`src/rtl/pipeline_elastic_stage_pkg.sv`:
```
// Shared constants and tag-age helper for the decode-to-execute stage.
// Ages are measured relative to the active-list head, modulo the tag space.
package pipeline_elastic_stage_pkg;

    localparam int TAG_WIDTH_DEF = 3;
    localparam int DEPTH_MIN     = 2;
    localparam int DEPTH_MAX     = 8;
    localparam int TAG_W_MAX     = 16;

    function automatic logic tag_is_younger(
        input logic [TAG_W_MAX-1:0] tag,
        input logic [TAG_W_MAX-1:0] kill,
        input logic [TAG_W_MAX-1:0] oldest,
        input int unsigned          width
    );
        logic [TAG_W_MAX-1:0] mask;
        logic [TAG_W_MAX-1:0] age_t;
        logic [TAG_W_MAX-1:0] age_k;
        mask  = (TAG_W_MAX'(1) << width) - TAG_W_MAX'(1);
        age_t = (tag - oldest) & mask;
        age_k = (kill - oldest) & mask;
        return age_t > age_k;
    endfunction

endpackage

```
`src/rtl/pipeline_elastic_stage_tag_younger.sv`:
```
// Combinational age compare: is tag_i strictly younger than kill_i,
// with oldest_i as the reference point of the circular tag space.
module tag_younger
    import pipeline_elastic_stage_pkg::*;
#(
    parameter int TAG_WIDTH = TAG_WIDTH_DEF
) (
    input  logic [TAG_WIDTH-1:0] tag_i,
    input  logic [TAG_WIDTH-1:0] kill_i,
    input  logic [TAG_WIDTH-1:0] oldest_i,
    output logic                 younger_o
);

    assign younger_o = tag_is_younger(
        TAG_W_MAX'(tag_i),
        TAG_W_MAX'(kill_i),
        TAG_W_MAX'(oldest_i),
        TAG_WIDTH
    );

endmodule

```
`src/rtl/pipeline_elastic_stage.sv`:
```
// Elastic decode-to-execute FIFO stage with flush and selective squash.
// Younger entries sit at the tail, so a kill simply retracts the tail.
module pipeline_elastic_stage
    import pipeline_elastic_stage_pkg::*;
#(
    parameter int PAYLOAD_WIDTH = 160,
    parameter int TAG_WIDTH     = TAG_WIDTH_DEF,
    parameter int DEPTH         = 2
) (
    input  logic                     clk,
    input  logic                     rst_n,
    input  logic                     in_valid,
    output logic                     in_ready,
    input  logic [PAYLOAD_WIDTH-1:0] in_payload,
    input  logic [TAG_WIDTH-1:0]     in_tag,
    output logic                     out_valid,
    input  logic                     out_ready,
    output logic [PAYLOAD_WIDTH-1:0] out_payload,
    output logic [TAG_WIDTH-1:0]     out_tag,
    input  logic                     flush,
    input  logic                     kill_valid,
    input  logic [TAG_WIDTH-1:0]     kill_tag,
    input  logic [TAG_WIDTH-1:0]     oldest_tag,
    output logic [$clog2(DEPTH):0]   count
);

    localparam int PW = $clog2(DEPTH);
    localparam int CW = PW + 1;

    if (DEPTH < DEPTH_MIN || DEPTH > DEPTH_MAX ||
        (DEPTH & (DEPTH - 1)) != 0) begin : g_bad_depth
        $error("DEPTH must be a power of two in 2..8");
    end

    logic [PW-1:0]            head_q, head_d;
    logic [PW-1:0]            tail_q, tail_d;
    logic [CW-1:0]            count_q, count_d;
    logic [PAYLOAD_WIDTH-1:0] pay_q [DEPTH];
    logic [TAG_WIDTH-1:0]     tag_q [DEPTH];

    logic [DEPTH-1:0] ent_yng;
    logic             in_yng;
    logic             pop;
    logic             push;
    logic [CW-1:0]    surv;
    logic [PW-1:0]    wr_ptr;

    for (genvar g = 0; g < DEPTH; g++) begin : g_age
        tag_younger #(
            .TAG_WIDTH(TAG_WIDTH)
        ) u_age (
            .tag_i    (tag_q[g]),
            .kill_i   (kill_tag),
            .oldest_i (oldest_tag),
            .younger_o(ent_yng[g])
        );
    end

    tag_younger #(
        .TAG_WIDTH(TAG_WIDTH)
    ) u_in_age (
        .tag_i    (in_tag),
        .kill_i   (kill_tag),
        .oldest_i (oldest_tag),
        .younger_o(in_yng)
    );

    assign in_ready  = count_q < CW'(DEPTH);
    assign out_valid = count_q != '0;
    assign pop       = out_valid & out_ready;
    assign count     = count_q;

    assign out_payload = out_valid ? pay_q[head_q] : '0;
    assign out_tag     = out_valid ? tag_q[head_q] : '0;

    // Count survivors after pop and kill, then place the push behind them.
    always_comb begin
        logic [PW-1:0] idx;
        logic          keep;
        idx  = '0;
        keep = 1'b0;
        surv = '0;
        for (int j = 0; j < DEPTH; j++) begin
            idx  = head_q + PW'(j);
            keep = (CW'(j) < count_q) && !(pop && (j == 0));
            if (kill_valid && ent_yng[idx]) begin
                keep = 1'b0;
            end
            if (keep) begin
                surv = surv + CW'(1);
            end
        end

        head_d = pop ? head_q + PW'(1) : head_q;
        wr_ptr = kill_valid ? head_d + surv[PW-1:0] : tail_q;

        push = in_valid & in_ready & ~flush
             & ~(kill_valid & in_yng);

        tail_d  = push ? wr_ptr + PW'(1) : wr_ptr;
        count_d = surv + CW'(push);

        if (flush) begin
            head_d  = '0;
            tail_d  = '0;
            count_d = '0;
        end
    end

    // Pointer and occupancy state, cleared asynchronously.
    always_ff @(posedge clk or negedge rst_n) begin
        if (!rst_n) begin
            head_q  <= '0;
            tail_q  <= '0;
            count_q <= '0;
        end else begin
            head_q  <= head_d;
            tail_q  <= tail_d;
            count_q <= count_d;
        end
    end

    // Entry storage; contents are masked by out_valid so no reset needed.
    always_ff @(posedge clk) begin
        if (push) begin
            pay_q[wr_ptr] <= in_payload;
            tag_q[wr_ptr] <= in_tag;
        end
    end

endmodule

```
`config.mk`:
```
export PLATFORM = sky130hd
export DESIGN_NAME = pipeline_elastic_stage
export DESIGN_NICKNAME = d
export VERILOG_FILES = /design/src/rtl/pipeline_elastic_stage_pkg.sv /design/src/rtl/pipeline_elastic_stage_tag_younger.sv /design/src/rtl/pipeline_elastic_stage.sv
export SDC_FILE = /design/constraint.sdc
export NUM_CORES = 1
export LEC_CHECK = 0
export ABC_CLOCK_PERIOD_IN_PS = 19470
export CAP_MARGIN = 30
export CORE_MARGIN = 5
export CORE_UTILIZATION = 52
export DETAILED_ROUTE_END_ITERATION = 8
export PLACE_DENSITY = 0.85
export RECOVER_POWER = 25
export SLEW_MARGIN = 20
export SYNTH_ARGS = -nofsm -noshare
export SYNTH_HDL_FRONTEND = slang
export SYNTH_SLANG_ARGS = --single-unit
```
`constraint.sdc`:
```
create_clock -name clk -period 19.47 [get_ports clk]
set_input_delay 1.947 -clock clk [delete_from_list [all_inputs] [get_ports clk]]
set_output_delay 1.947 -clock clk [all_outputs]
set_load 0.005 [all_outputs]
```
==> metrics.md, run 1 <==
| Metric | Value |
|---|---|
| Dpl hpwl | 21.2 mm |
| Largest area contributor in the netlist | edfxtp_1 |
| Fin. max-slew vios | 0 |
| Final nets | 1322 |
| CTS tree | yes |
| CTS clk-pin slew, worst paths | 60 ps |
| Minimum clock period | 7310 ps |
| Worst hold path class | flop to flop |
| Initial core utilization | 53.2% |
| Mapped Cells | 772 |
| Largest net degree at the start of global routing | 92 |
| Layout cells sized above 1 | 5.82% |
| Initial antenna violation count | 13 |
| Clk_lat worst skew | 510 ps |
| CTS H-tree lvls | 2 |
| Fmax | 0.137 GHz |
| CP cell instances | clkdlybuf4s50_1 -> ha_1 -> inv_1 -> fa_1 -> xnor2_1 -> xnor2_1 -> ha_1 -> a21oi_1 -> o21a_1 -> nor2_1 -> a2111oi_2 -> ha_1 -> xnor2_1 -> a21oi_1 -> ha_4 -> buf_4 -> buf_4 -> buf_16 |
| Fraction of the yosys area taken by sequential cells | 76.0% |
| Worst IR Drop VDD | 0.0772 mV |
| First-pass GRT wire length | 46.3 mm |
| CTS Buf Count | 34 |
| Synthesized area | 13000 um^2 |
| Detail Route Antenna Nets | 0 |
| Area Growth Syn to Fin | 37.9% |
| Gate power share | 13.5% |
| Routed WL per cell | 21.0 um |
| Number of global-route vias before repair | 8288 |
| Delay of the slowest critical-path stage | 730 ps |
| Via density | 5.22 |
| Die footprint | 28300 um^2 |
| Max Cap Viol | 0 |
| Post-CTS sizing | 0 |
| Layout fillers | 1473 |
| Clock sinks | 330 |
| Worst-path maximum fanout | 65 |
| Drt pass-1 iters | 4 |
| CTS root buf | clkbuf_16 |
| Post-CTS Setup Inserts | 0 |
| Fin. Hold Viols | 0 |
| Arr. time, crit path | 7490 ps |
| Final setup violation count | 0 |
| Period utilisation layout | 37.6% |
| Setup Skew | 22.7 ps |
| Post-Syn Nets | 967 |
| CP required | 19650 ps |
| Syn_area_per_cell | 16.8 um^2 |
| PD cells | 93.2 nW/um^2 |
| Yosys top cell area share | 75.3% |
| P_sw | 380 uW |
| Yosys reg bits | 330 |
| Max transition margin | 39.8% |
| Max Root-Sink Buffers | 3 |
| Pre-CTS WS | 11630 ps |
| Area of the core | 24500 um^2 |
| # hold bufs at CTS | 0 |
| R2R Path Start | tag_q[0][0]$_DFFE_PP_ |
| Ys Warns | 0 |
| Most frequent cells in the layout | 326 x edfxtp_1, 235 x clkdlybuf4s50_1, 167 x nor2_1, 163 x mux2i_1, 106 x dlygate4sd3_1 |
| Tot Pwr | 1.67 mW |
| 1st-iter DRT viols | 488 |
| Worst setup SP type | input port |
| Synth area leaders | edfxtp_1 75%, mux2i_1 13%, nor2_1 4.8%, ha_1 1.4%, buf_4 0.92% |
| Port Buffers | 341 |
| Switching share of power | 22.7% |
| CP top delay family | buffers and inverters |
| Internal power | 1.29 mW |
| Fin util | 73.3% |
| DRC | 0 |
| Cell variety after synth | 29 |
| I/O Pins | 342 |
| Tot GR Track Use | 21.1% |
| Routed WL | 31.2 mm |
| Buf+Inv Stages, Crit Path | 5 |
| RePlAce Congestion | 0.796 |
| Worst Tran Pin Value | 903 ps |
| Die W | 168 um |
| Critical path endpoint category | flop |
| Status | finished, final reports clean |
| Flop pwr share | 50.5% |
| RSZ-0062 raised after global routing | false |
| Pleak | 5.87 nW |
| Crit path kind | input port to flop |
| Routed via count | 7764 |
| Height of the die | 168 um |
| Row cnt | 57 |
| Setup crit start | oldest_tag[0] |
| Clock power frac | 36.1% |
| Slowest cell on crit path | buf_4 |
| Crit path setup slack, layout | 12160 ps |
| Setup TNS | 0 ps |
| Most common cell after layout, fill and taps aside | edfxtp_1 |
| Min-delay src | count[0]$_DFF_PN0_ |
| Grt ovf | 0 |
## worst min-delay path, stage by stage, from the launching register on
cell and delay (ps):
dfrtp_1 410, o21ai_1 90, xor2_1 170, nor2_1 120
## layout make-up
type	count	area (um^2)	share of cell area (%)
well taps	324	405	2.26
flip-flops and latches	330	9890	55.2
repair buffers	357	3650	20.4
inverters	14	52.6	0.293
multi-input cells	390	2860	16.0
clock buffers	44	910	5.07
diodes	10	25.0	0.140
clock inverters	17	134	0.747
## final timing paths
kind                                      endpoint  cells after the start  slack [ps]
setup / recovery           pay_q[0][138]$_DFFE_PP_                     18       12160
hold / removal                    head_q$_DFF_PN0_                      3         840
setup reg to reg           pay_q[0][138]$_DFFE_PP_                     18       14000
hold reg to reg                   head_q$_DFF_PN0_                      3         840
max in group asynchronous         head_q$_DFF_PN0_                      1       17550
min in group asynchronous       count[1]$_DFF_PN0_                      1        1720
## synthesized netlist by cell type, drive strengths merged
master   number
mux2i       163
buf          36
a21o          2
nor4b         1
ha           15
o21ai         3
o21a          1
inv          14
a31oi         1
o22a          1
nand3         3
clkbuf        2
dfrtp         4
a21oi         4
edfxtp      326
nand2         4
nor2b         3
xnor2         6
a2111o        1
xor2          5
and2b         1
nor2        168
a31o          1
a2111oi       1
fa            5
or4b          1
## power by group through the flow
stage / logic (mW) / clock network (mW) / registers (mW)
floorplan: 0.104 / 0 / 0.863
global placement: 0.217 / 0 / 0.856
detailed placement: 0.228 / 0 / 0.858
CTS: 0.230 / 0.615 / 0.844
global route: 0.242 / 0.647 / 0.846
finish: 0.225 / 0.602 / 0.843
## stage by stage
| step | hold slack, ps | cells | area [um^2] |
|---|---|---|---|
| floorplan | 644 | 772 | 13000 |
| global placement | 781 | 1408 | 16700 |
| CTS | 849 | 1473 | 17800 |
| detailed placement | 836 | 1412 | 16800 |
| global route | 879 | 1486 | 17900 |
| finish | 841 | 1486 | 17900 |
## per-layer routing
metal	vias up	GRT usage, %	part of all wire (%)
li1	3576	-	-
met1	3847	24.1	37
met2	275	38.2	54
met3	60	5.39	6.6
met4	6	7.80	3.1
met5	-	0	0.087
## state kept, by name, indices dropped and copies added (netlist names)
name and count:
tag_q 6, head_q 1, pay_q 320, count 2, tail_q 1
## logic make-up (layout without fill, tap and decap cells)
group / Yosys count / count (layout) / share of synthesized area, %
AO/OA/AOI/OAI: 15 / 15 / 0.827
XOR/XNOR: 11 / 11 / 0.741
adder cells (fa/ha/maj): 20 / 20 / 2.21
buffers and inverters: 52 / 432 / 2.20
flip-flops: 330 / 330 / 76.0
multiplexers: 163 / 163 / 12.5
other: 0 / 10 / 0
AND/OR/NAND/NOR: 181 / 181 / 5.43
Power figures use the tool's default switching activity.
==> inputs of run 2 (changes only) <==
--- a/config.mk
+++ b/config.mk
@@ -5,12 +5,12 @@
 export SDC_FILE = /design/constraint.sdc
 export NUM_CORES = 1
 export LEC_CHECK = 0
-export ABC_CLOCK_PERIOD_IN_PS = 19470
+export ABC_CLOCK_PERIOD_IN_PS = 7200
 export CAP_MARGIN = 30
 export CORE_MARGIN = 5
-export CORE_UTILIZATION = 52
+export CORE_UTILIZATION = 49
 export DETAILED_ROUTE_END_ITERATION = 8
-export PLACE_DENSITY = 0.85
+export PLACE_DENSITY = 0.8
 export RECOVER_POWER = 25
 export SLEW_MARGIN = 20
 export SYNTH_ARGS = -nofsm -noshare
==> constraint.sdc (replaced) <==
create_clock -name clk -period 7.2 [get_ports clk]
set_input_delay 0.72 -clock clk [delete_from_list [all_inputs] [get_ports clk]]
set_output_delay 0.72 -clock clk [all_outputs]
set_load 0.005 [all_outputs]
==> run 2 against run 1 <==
Effect of this change: clock power grew to 2.8 times the previous value; sequential power grew to 2.7 times the previous value; utilization is 4.8 points lower; combinational power grew to 2.6 times the previous value; global-route usage is 1.5 points lower; die area is 5.8% higher; register-to-register slack worse by 11000 ps; final area is 0.15% lower.
==> metrics.md, run 2 (synthesized netlist as in run 1, its figures left out) <==
| Metric | Value |
|---|---|
| Status | finished, final reports clean |
| Layout fillers | 1768 |
| Detail Route Antenna Nets | 0 |
| R2r setup slk | 2740 ps |
| Flop pwr share | 49.8% |
| I/O Pins | 342 |
| Critical path endpoint category | flop |
| Routed WL per cell | 20.3 um |
| 1st-iter DRT viols | 479 |
| Fmax | 0.202 GHz |
| Grt ovf | 0 |
| Row cnt | 59 |
| Crit path kind | input port to flop |
| Reg area | 9890 um^2 |
| DRC | 0 |
| CTS tree | yes |
| R2R Path Start | tag_q[1][0]$_DFFE_PP_ |
| Fin util | 68.5% |
| Initial antenna violation count | 11 |
| Max reg flops | 320 |
| Final setup violation count | 0 |
| Area Growth Syn to Fin | 37.7% |
| Post-CTS Setup Inserts | 0 |
| RSZ-0062 raised after global routing | false |
| CP required | 7370 ps |
| Dpl hpwl | 20.1 mm |
| Area of the core | 26100 um^2 |
| Height of the die | 173 um |
| Max Root-Sink Buffers | 3 |
| Die W | 173 um |
| Switching share of power | 22.0% |
| CTS H-tree lvls | 2 |
| R2R Path End | pay_q[1][71]$_DFFE_PP_ |
| Clk_lat worst skew | 510 ps |
| Worst hold path class | input port to async pin |
| CTS Buf Count | 35 |
| Via density | 5.14 |
| Most common cell after layout, fill and taps aside | edfxtp_1 |
| Worst IR Drop VDD | 0.207 mV |
| Routed via count | 7645 |
| Port Buffers | 341 |
| Period utilisation layout | 68.8% |
| FF-to-FF path depth | 16 |
| First-pass GRT wire length | 45.9 mm |
| CTS clk-pin slew, worst paths | 60 ps |
| Post-CTS sizing | 0 |
| Initial core utilization | 49.8% |
| Minimum clock period | 4950 ps |
| Arr. time, crit path | 5120 ps |
| # hold bufs at CTS | 0 |
| Internal power | 3.58 mW |
| Final nets | 1316 |
| Pleak | 5.85 nW |
| Area occupied by multi-input gates | 2860 um^2 |
| Layout cells sized above 1 | 5.16% |
| PD cells | 256 nW/um^2 |
| Max Cap Viol | 0 |
| Worst setup SP type | input port |
| Fin. max-slew vios | 0 |
| Drt pass-1 iters | 5 |
| Tot Pwr | 4.59 mW |
| Routed WL | 30.1 mm |
| Clock power frac | 37.3% |
| Gate power share | 12.9% |
| Top reg by flops | pay_q |
| Worst Tran Pin Value | 977 ps |
| P_sw | 1.01 mW |
| Worst-path maximum fanout | 36 |
| Fin. Hold Viols | 0 |
| Max transition margin | 34.9% |
| Clock sinks | 330 |
| Most frequent cells in the layout | 326 x edfxtp_1, 234 x clkdlybuf4s50_1, 167 x nor2_1, 163 x mux2i_1, 107 x dlygate4sd3_1 |
| Die footprint | 29900 um^2 |
| Number of global-route vias before repair | 8198 |
| CTS root buf | clkbuf_16 |
| RePlAce Congestion | 0.779 |
| Setup Skew | 19.0 ps |
| Tot GR Track Use | 19.6% |
| Largest net degree at the start of global routing | 124 |
| Setup TNS | 0 ps |
run 2: changes by cell type in the layout (fill, tap and decap cells not counted):
cell             before  now
buf_12                0    5
buf_16                6    1
buf_4                 9    3
bufinv_16             1    3
clkbuf_1             10   11
clkbuf_16            35   36
clkdlybuf4s50_1     235  234
clkinv_1              6    5
clkinv_2              5    2
clkinv_8              2    1
clkinvlp_4            2    0
diode_2              10    8
dlygate4sd3_1       106  107
inv_6                 0    1
run 2: how the worst max path moves through the flow:
stage / end / from / slack (ps)
finish: pay_q[1][71]$_DFFE_PP_ / oldest_tag[0] / 2250
global route: pay_q[1][69]$_DFFE_PP_ / oldest_tag[0] / 2000
CTS: pay_q[1][47]$_DFFE_PP_ / oldest_tag[0] / 2270
detailed placement: pay_q[1][71]$_DFFE_PP_ / oldest_tag[0] / 1790
global placement: pay_q[1][64]$_DFFE_PP_ / oldest_tag[0] / 1920
floorplan: pay_q[1][0]$_DFFE_PP_ / kill_tag[0] / 1440
run 2: cell type report:
type                       count  area share [%]
multi-input combinational    390            16.0
tap                          335            2.34
sequential                   330            55.3
clock inverter                13           0.853
inverter                      14           0.294
antenna                        8           0.112
timing repair buffer         350            19.9
clock buffer                  47            5.26
run 2: per-stage QoR:
| stage | instances | instance area, um^2 | hold slack [ps] | worst slack (ps) |
|---|---|---|---|---|
| after global placement | 1418 | 16800 | 777 | 1920 |
| after CTS | 1479 | 17900 | 413 | 2270 |
| after global routing | 1486 | 17900 | 497 | 2000 |
| final | 1487 | 17900 | 499 | 2250 |
| after detailed placement | 1419 | 16800 | 788 | 1790 |
| after floorplan | 772 | 13000 | 424 | 1440 |
run 2: power by group through the flow:
| stage | Combinational (mW) | Clock [mW] | Sequential, mW |
|---|---|---|---|
| finish | 0.592 | 1.71 | 2.29 |
| floorplan | 0.282 | 0 | 2.32 |
| global route | 0.641 | 1.83 | 2.30 |
| CTS | 0.611 | 1.75 | 2.29 |
| global placement | 0.589 | 0 | 2.32 |
| detailed placement | 0.605 | 0 | 2.33 |
run 2: routing by layer:
metal / vias up / track usage, % / wire length (um)
li1: 3570 / - / -
met1: 3713 / 22.6 / 11200
met2: 285 / 35.3 / 15900
met3: 71 / 5.57 / 2030
met4: 6 / 6.52 / 1010
met5: - / 0 / 40
run 2: critical path, cell delays in order:
cell,delay [ps]
clkdlybuf4s50_1,540
ha_1,170
inv_1,40
fa_1,370
xnor2_1,150
xnor2_1,330
ha_1,340
a21oi_1,200
o21a_1,170
nor2_1,70
a2111oi_2,340
ha_1,290
xnor2_1,230
a21o_1,190
ha_4,510
buf_4,440
